===== src/rtl/flash_pkg.sv =====
// Types and widths shared by flash_driver, flash_test and the boot loader.
package flash_pkg;

    localparam int FL_AW = 22;
    localparam int FL_DW = 16;

    typedef enum logic [2:0] {
        S_IDLE,
        S_ISSUE,
        S_WAIT_HI,
        S_WAIT_LO,
        S_WRITE,
        S_DONE
    } state_t;

endpackage


===== src/rtl/flash_boot_loader_if.sv =====
// Flash-driver side and RAM write-port side of the boot loader.
interface flash_boot_loader_if #(
    parameter int FL_AW  = flash_pkg::FL_AW,
    parameter int RAM_AW = 18,
    parameter int DW     = flash_pkg::FL_DW
);
    logic [FL_AW-1:0]  fl_addr;
    logic              fl_enable_read;
    logic              fl_busy;
    logic [DW-1:0]     fl_data;
    logic [RAM_AW-1:0] ram_addr;
    logic [DW-1:0]     ram_wdata;
    logic              ram_we;
    logic              ram_ready;

    modport master (
        output fl_addr, fl_enable_read, ram_addr, ram_wdata, ram_we,
        input  fl_busy, fl_data, ram_ready
    );

    modport slave (
        input  fl_addr, fl_enable_read, ram_addr, ram_wdata, ram_we,
        output fl_busy, fl_data, ram_ready
    );
endinterface


===== src/rtl/fl_read_handshake.sv =====
// One flash word read: wait for an idle driver, pulse enable_read, follow busy
// high then low, and hand back the data word or a timeout.
module fl_read_handshake #(
    parameter int AW      = 22,
    parameter int DW      = 16,
    parameter int TIMEOUT = 255
) (
    input  logic          clk,
    input  logic          rst,
    input  logic          req_i,
    input  logic [AW-1:0] addr_i,
    output logic          ack_o,
    output logic [DW-1:0] data_o,
    output logic          timeout_o,
    output logic [AW-1:0] fl_addr_o,
    output logic          fl_enable_read_o,
    input  logic          fl_busy_i,
    input  logic [DW-1:0] fl_data_i
);
    import flash_pkg::*;

    localparam int CW = (TIMEOUT < 2) ? 1 : $clog2(TIMEOUT);

    state_t        state_q, state_d;
    logic [CW-1:0] cnt_q, cnt_d;
    logic [AW-1:0] addr_q, addr_d;

    assign fl_addr_o = addr_q;
    assign data_o    = fl_data_i;

    always_comb begin
        state_d          = state_q;
        cnt_d            = cnt_q;
        addr_d           = addr_q;
        fl_enable_read_o = 1'b0;
        ack_o            = 1'b0;
        timeout_o        = 1'b0;
        unique case (state_q)
            S_IDLE: begin
                if (req_i) begin
                    addr_d  = addr_i;
                    state_d = S_ISSUE;
                end
            end
            S_ISSUE: begin
                if (!fl_busy_i) begin
                    fl_enable_read_o = 1'b1;
                    cnt_d            = '0;
                    state_d          = S_WAIT_HI;
                end
            end
            S_WAIT_HI: begin
                // cnt_q counts completed WAIT_HI cycles; the last allowed one gives up
                if (fl_busy_i) begin
                    state_d = S_WAIT_LO;
                end else if (cnt_q == CW'(TIMEOUT - 1)) begin
                    timeout_o = 1'b1;
                    state_d   = S_IDLE;
                end else begin
                    cnt_d = cnt_q + 1'b1;
                end
            end
            S_WAIT_LO: begin
                if (!fl_busy_i) begin
                    ack_o   = 1'b1;
                    state_d = S_IDLE;
                end
            end
            default: state_d = S_IDLE;
        endcase
    end

    always_ff @(posedge clk) begin
        if (rst) begin
            state_q <= S_IDLE;
            addr_q  <= '0;
        end else begin
            state_q <= state_d;
            addr_q  <= addr_d;
        end
    end

    always_ff @(posedge clk) begin
        cnt_q <= cnt_d;
    end
endmodule


===== src/rtl/flash_boot_loader.sv =====
// Copies word_count flash words into RAM and keeps a running 16-bit checksum.
// Reads are delegated to fl_read_handshake; this level owns index, RAM port and sum.
module flash_boot_loader #(
    parameter int FL_AW   = flash_pkg::FL_AW,
    parameter int RAM_AW  = 18,
    parameter int TIMEOUT = 255
) (
    input  logic                clk,
    input  logic                rst,
    input  logic                start_i,
    input  logic [FL_AW-1:0]    src_addr_i,
    input  logic [RAM_AW-1:0]   dst_addr_i,
    input  logic [FL_AW-1:0]    word_count_i,
    output logic                busy_o,
    output logic                done_o,
    output logic                error_o,
    output logic [15:0]         checksum_o,
    flash_boot_loader_if.master bus
);
    import flash_pkg::*;

    localparam int DW = FL_DW;

    // S_ISSUE here covers the whole read; the handshake tracks its finer states
    state_t            state_q, state_d;
    logic [FL_AW-1:0]  idx_q, idx_d;
    logic [FL_AW-1:0]  src_q, src_d;
    logic [RAM_AW-1:0] dst_q, dst_d;
    logic [FL_AW-1:0]  count_q, count_d;
    logic [15:0]       checksum_q, checksum_d;
    logic              error_q, error_d;
    logic [RAM_AW-1:0] ram_addr_q, ram_addr_d;
    logic [DW-1:0]     ram_wdata_q, ram_wdata_d;

    logic              rd_req;
    logic [FL_AW-1:0]  rd_addr;
    logic              rd_ack;
    logic              rd_timeout;
    logic [DW-1:0]     rd_data;

    fl_read_handshake #(
        .AW      (FL_AW),
        .DW      (DW),
        .TIMEOUT (TIMEOUT)
    ) u_rd (
        .clk              (clk),
        .rst              (rst),
        .req_i            (rd_req),
        .addr_i           (rd_addr),
        .ack_o            (rd_ack),
        .data_o           (rd_data),
        .timeout_o        (rd_timeout),
        .fl_addr_o        (bus.fl_addr),
        .fl_enable_read_o (bus.fl_enable_read),
        .fl_busy_i        (bus.fl_busy),
        .fl_data_i        (bus.fl_data)
    );

    assign busy_o        = (state_q == S_ISSUE) || (state_q == S_WRITE);
    assign done_o        = (state_q == S_DONE);
    assign error_o       = error_q;
    assign checksum_o    = checksum_q;
    assign bus.ram_we    = (state_q == S_WRITE);
    assign bus.ram_addr  = ram_addr_q;
    assign bus.ram_wdata = ram_wdata_q;

    always_comb begin
        state_d     = state_q;
        idx_d       = idx_q;
        src_d       = src_q;
        dst_d       = dst_q;
        count_d     = count_q;
        checksum_d  = checksum_q;
        error_d     = error_q;
        ram_addr_d  = ram_addr_q;
        ram_wdata_d = ram_wdata_q;
        rd_req      = 1'b0;
        rd_addr     = src_q + idx_q;
        unique case (state_q)
            S_IDLE: begin
                if (start_i) begin
                    src_d      = src_addr_i;
                    dst_d      = dst_addr_i;
                    count_d    = word_count_i;
                    idx_d      = '0;
                    checksum_d = '0;
                    error_d    = 1'b0;
                    if (word_count_i == '0) begin
                        state_d = S_DONE;
                    end else begin
                        // first read starts from the live inputs, the latches land this edge
                        rd_req  = 1'b1;
                        rd_addr = src_addr_i;
                        state_d = S_ISSUE;
                    end
                end
            end
            S_ISSUE: begin
                if (rd_timeout) begin
                    error_d = 1'b1;
                    state_d = S_DONE;
                end else if (rd_ack) begin
                    ram_wdata_d = rd_data;
                    ram_addr_d  = dst_q + RAM_AW'(idx_q);
                    state_d     = S_WRITE;
                end
            end
            S_WRITE: begin
                if (bus.ram_ready) begin
                    checksum_d = checksum_q + ram_wdata_q;
                    idx_d      = idx_q + 1'b1;
                    if (idx_d == count_q) begin
                        state_d = S_DONE;
                    end else begin
                        rd_req  = 1'b1;
                        rd_addr = src_q + idx_d;
                        state_d = S_ISSUE;
                    end
                end
            end
            S_DONE:  state_d = S_IDLE;
            default: state_d = S_IDLE;
        endcase
    end

    always_ff @(posedge clk) begin
        if (rst) begin
            state_q     <= S_IDLE;
            checksum_q  <= '0;
            error_q     <= 1'b0;
            ram_addr_q  <= '0;
            ram_wdata_q <= '0;
        end else begin
            state_q     <= state_d;
            checksum_q  <= checksum_d;
            error_q     <= error_d;
            ram_addr_q  <= ram_addr_d;
            ram_wdata_q <= ram_wdata_d;
        end
    end

    always_ff @(posedge clk) begin
        idx_q   <= idx_d;
        src_q   <= src_d;
        dst_q   <= dst_d;
        count_q <= count_d;
    end
endmodule


===== src/flat_wrapper.sv =====
// flat-port wrapper written by rule: the top's interface ports become plain ports
module flash_boot_loader_flat import flash_pkg::*;
#(
    parameter int FL_AW   = flash_pkg::FL_AW,
    parameter int RAM_AW  = 18,
    parameter int TIMEOUT = 255
)
  (clk, rst, start_i, src_addr_i, dst_addr_i, word_count_i, busy_o, done_o, error_o, checksum_o, bus_fl_addr, bus_fl_enable_read, bus_ram_addr, bus_ram_wdata, bus_ram_we, bus_fl_busy, bus_fl_data, bus_ram_ready);
  flash_boot_loader_if #(.FL_AW(FL_AW), .RAM_AW(RAM_AW)) bus_i ();
  input  logic clk;
  input  logic rst;
  input  logic start_i;
  input  logic [FL_AW-1:0] src_addr_i;
  input  logic [RAM_AW-1:0] dst_addr_i;
  input  logic [FL_AW-1:0] word_count_i;
  output logic busy_o;
  output logic done_o;
  output logic error_o;
  output logic [15:0] checksum_o;
  output wire logic [$bits(bus_i.fl_addr)-1:0] bus_fl_addr;
  output wire logic [$bits(bus_i.fl_enable_read)-1:0] bus_fl_enable_read;
  output wire logic [$bits(bus_i.ram_addr)-1:0] bus_ram_addr;
  output wire logic [$bits(bus_i.ram_wdata)-1:0] bus_ram_wdata;
  output wire logic [$bits(bus_i.ram_we)-1:0] bus_ram_we;
  input wire logic [$bits(bus_i.fl_busy)-1:0] bus_fl_busy;
  input wire logic [$bits(bus_i.fl_data)-1:0] bus_fl_data;
  input wire logic [$bits(bus_i.ram_ready)-1:0] bus_ram_ready;
  assign bus_fl_addr = bus_i.fl_addr;
  assign bus_fl_enable_read = bus_i.fl_enable_read;
  assign bus_ram_addr = bus_i.ram_addr;
  assign bus_ram_wdata = bus_i.ram_wdata;
  assign bus_ram_we = bus_i.ram_we;
  assign bus_i.fl_busy = bus_fl_busy;
  assign bus_i.fl_data = bus_fl_data;
  assign bus_i.ram_ready = bus_ram_ready;
  flash_boot_loader #(.FL_AW(FL_AW), .RAM_AW(RAM_AW), .TIMEOUT(TIMEOUT)) u_core (.clk(clk), .rst(rst), .start_i(start_i), .src_addr_i(src_addr_i), .dst_addr_i(dst_addr_i), .word_count_i(word_count_i), .busy_o(busy_o), .done_o(done_o), .error_o(error_o), .checksum_o(checksum_o), .bus(bus_i));
endmodule

===== config.mk =====
export PLATFORM = sky130hd
export DESIGN_NAME = flash_boot_loader_flat
export DESIGN_NICKNAME = d
export VERILOG_FILES = /design/src/rtl/flash_pkg.sv /design/src/rtl/flash_boot_loader_if.sv /design/src/rtl/fl_read_handshake.sv /design/src/rtl/flash_boot_loader.sv /design/src/flat_wrapper.sv
export SDC_FILE = /design/constraint.sdc
export NUM_CORES = 1
export LEC_CHECK = 0
export ABC_AREA = 1
export CAP_MARGIN = 25
export CORE_UTILIZATION = 55
export DETAILED_ROUTE_END_ITERATION = 12
export PLACE_DENSITY = 0.8
export SYNTH_ARGS = -nofsm -noshare
export SYNTH_HDL_FRONTEND = slang
export SYNTH_HIERARCHICAL = 1
export SYNTH_SLANG_ARGS = --single-unit

===== constraint.sdc =====
create_clock -name clk -period 3.7 [get_ports clk]
set_clock_uncertainty 0.05 [all_clocks]
set_input_delay 0.74 -clock clk [delete_from_list [all_inputs] [get_ports clk]]
set_output_delay 0.74 -clock clk [all_outputs]
set_load 0.02 [all_outputs]

==> metrics.md <==
| Metric | Value |
|---|---|
| Clock Path Buffers | 2 |
| Crit path time final | 3430 ps |
| Routed len/inst | 17.5 um |
| RSZ-0062 raised after global routing | no |
| P&R area growth vs syn | 22.2% |
| Critical path class | reg2reg |
| ANT nets after route | 0 |
| Vias per cell | 5.72 |
| WL final | 35300 um |
| Congestion Overflow GR | 0 |
| IO Port Bufs | 159 |
| I/O pin cnt | 160 |
| Distinct cells, synth | 55 |
| Die X | 148 um |
| Seq/Total Area, Yosys | 36.7% |
| Fin crit share | 92.6% |
| Syn avg cell area | 7.54 um^2 |
| Async set-reset flop share out of synthesis | 0% |
| DPL Wire Length | 27400 um |
| Critical Path Start Type | flip-flop |
| Core Rows | 53 |
| Post-Syn Nets | 1728 |
| Die area | 21900 um^2 |
| Worst path required time | 3990 ps |
| Final hold viol count | 0 |
| Maxcap violations | 0 |
| Post-Synthesis Cells | 1556 |
| Nets | 1904 |
| Slew Limit Fails | 0 |
| Pre-CTS setup slack | 220 ps |
| Critical Path End | u_core/u_rd/fl_addr_o[17] |
| First-pass GRT wire length | 55500 um |
| R2r setup slk | 270 ps |
| VDD IR max | 0.000371 V |
| Design Power | 11.5 mW |
| Clk Latency, worst-skew pair | 440 ps |
| Cts-stage hold buffer count | 0 |
| Synth area leaders | edfxtp_1, dfxtp_1, nand2_1, ha_1, a21oi_1 |
| Worst setup margin | 273 ps |
| Root Buffer | clkbuf_16 |
| Fin Setup TNS | 0 ps |
| Synth top area share | 23.5% |
| Yosys reg bits | 169 |
| Inst Count DP | 1982 |
| Non-Filler Instances | 2020 |
| Initial antenna violation count | 0 |
| Status | completed |
| Top FF cell, synth | edfxtp_1 |
| Warnings, synthesis | 6 |
| CP Launch Point | u_core/idx_q[0] |
| Achievable Freq | 0.292 GHz |
| Crit-path max FO | 6 |
| Reg2Reg Capture Point | u_core/u_rd/fl_addr_o[17] |
| Synthesized area | 11700 um^2 |
| CP Data Arrival Time | 3710 ps |
| Drt pass-1 iters | 8 |
| CTS Buf Count | 17 |
| Number of remaining DRC errors | 0 |
| Reg clk slew, reported paths | 80 ps |
| CTS tree | done |
| Vias in the first global route | 10800 |
| Fin Hold WS | 430 ps |
| Crit Reg-Reg Startpoint | u_core/idx_q[0] |
| Starting density of the core | 56.0% |
| Drt initial violations | 950 |
| H-tree levels | 4 |
| Share of cells above drive strength 1 | 6.93% |
| P_leak | 6.35 nW |
| R2R cell count | 16 |
| Sink Count | 169 |
| Core area | 21000 um^2 |
| CP Capture Type | flip-flop |
| Post-synth top area cell | edfxtp_1 |
| Post-synth EDFFs | 92 |
| GPL Wtd Cong | 0.993 |
| ANT cells | 0 |
| Via count | 11600 |
| Setup violators final | 0 |
| Maximum number of pins on one net before global-route repair | 63 |
| Power per cell area | 801 nW/um^2 |
| DIE HEIGHT | 148 um |
| Worst-margin pin slew | 902 ps |
| HP Class | reg2reg |
| GRT Total Usage | 32.6% |
| Max transition margin | 39.8% |
[sequential cells by signal, indices dropped and copies added (netlist names), 16 cells and up]
| name | flops |
|---|---|
| u_core/bus.ram_addr | 18 |
| u_core/src_q | 22 |
| u_core/checksum_o | 16 |
| u_core/bus.ram_wdata | 16 |
| u_core/u_rd/fl_addr_o | 22 |
| u_core/count_q | 22 |
| u_core/idx_q | 22 |
| u_core/dst_q | 18 |
[kinds of logic after synthesis]
family / Yosys count / share of synthesized area, %
adders and majority gates: 89 / 9.74
xor gates and xnor gates: 54 / 4.26
DFF: 169 / 36.7
buffers and inverters: 199 / 7.21
and+or+nand+nor: 737 / 27.4
AOI/OAI and AO/OA: 308 / 14.7
[per-stage QoR]
stage	util (%)	instance area, um^2
final	68.4	14300
after global routing	68.4	14300
after CTS	68.2	14300
after detailed placement	65.3	13700
after global placement	65.3	13700
after floorplan	-	11700
[cells in the mapped netlist, drive strengths merged, types with 3 or more instances]
| cell | number |
|---|---|
| nor4 | 4 |
| o21ai | 102 |
| o31ai | 4 |
| buf | 29 |
| ha | 85 |
| fa | 4 |
| a21boi | 12 |
| xor2 | 30 |
| nand4 | 29 |
| a21oi | 135 |
| xnor2 | 22 |
| dfxtp | 77 |
| and3 | 3 |
| nand3b | 14 |
| clkbuf | 17 |
| a31oi | 6 |
| nor3 | 19 |
| nand2 | 373 |
| a21o | 8 |
| o21bai | 20 |
| nor2 | 181 |
| or2 | 7 |
| a22oi | 8 |
| edfxtp | 92 |
| inv | 151 |
| nand3 | 104 |
[cell type report]
class	instances	area, um^2
multi-input cells	1188	6610
clock inverters	12	124
fillers	1807	6610
flip-flops and latches	169	4300
repair buffers	203	1920
well taps	275	344
clock buffers	20	468
inverters	153	574
[metal layers]
layer,share of wire (%),global-route usage (%)
met5,0,0
met4,3.8,14.1
met3,7.9,5.09
met2,44,51.0
met1,44,44.8
[power by group]
part	internal (mW)	leakage [nW]	switching [mW]
Clock	0.949	0.292	0.849
Sequential	2.53	1.52	0.409
Combinational	2.53	4.54	4.23
Total	6.00	6.35	5.49
[worst min-delay path by stage]
stage / to / startpoint / slack (ps) / cells past startpoint
global route: u_core/u_rd/fl_addr_o[8] / u_core/u_rd/fl_addr_o[8] / 450 / 2
global placement: u_core/u_rd/fl_addr_o[0] / u_core/u_rd/fl_addr_o[0] / 410 / 2
floorplan: u_core/state_q[2] / u_core/state_q[2] / 430 / 2
finish: u_core/error_o / u_core/error_o / 430 / 2
detailed placement: u_core/error_o / u_core/error_o / 420 / 2
CTS: u_core/error_o / u_core/error_o / 430 / 2
[layout by cell type (no fill, tap or decap), types with 22 or more instances in the layout]
master           netlist  routed
a21oi_1              135     135
buf_4                 18      44
clkdlybuf4s50_1        0     159
dfxtp_1               77      77
edfxtp_1              92      92
ha_1                  85      85
inv_1                146     145
nand2_1              358     357
nand3_1              103     103
nand4_1               29      29
nor2_1               173     170
o21ai_0               94      93
xnor2_1               22      22
xor2_1                30      30
[worst max-delay path, stage by stage (launching register included)]
cell      delay [ps]
edfxtp_1         450
ha_1             260
nand2_2          140
nor2_4           170
inv_1             50
nand2_1          100
inv_1             70
ha_1             340
a21oi_1          190
a21boi_0         400
o21ai_0          240
a21oi_1          270
xor2_1           160
nand3b_1         110
nand3_1           70
o21ai_0          170
nor2_1            70
[what timing repair did]
action / CTS / global route
endpoints found under the setup margin: 0 / 20
gates resized for setup: 0 / 6
buffers inserted: 0 / 6
No activity file was read; power rests on OpenSTA's default activity.
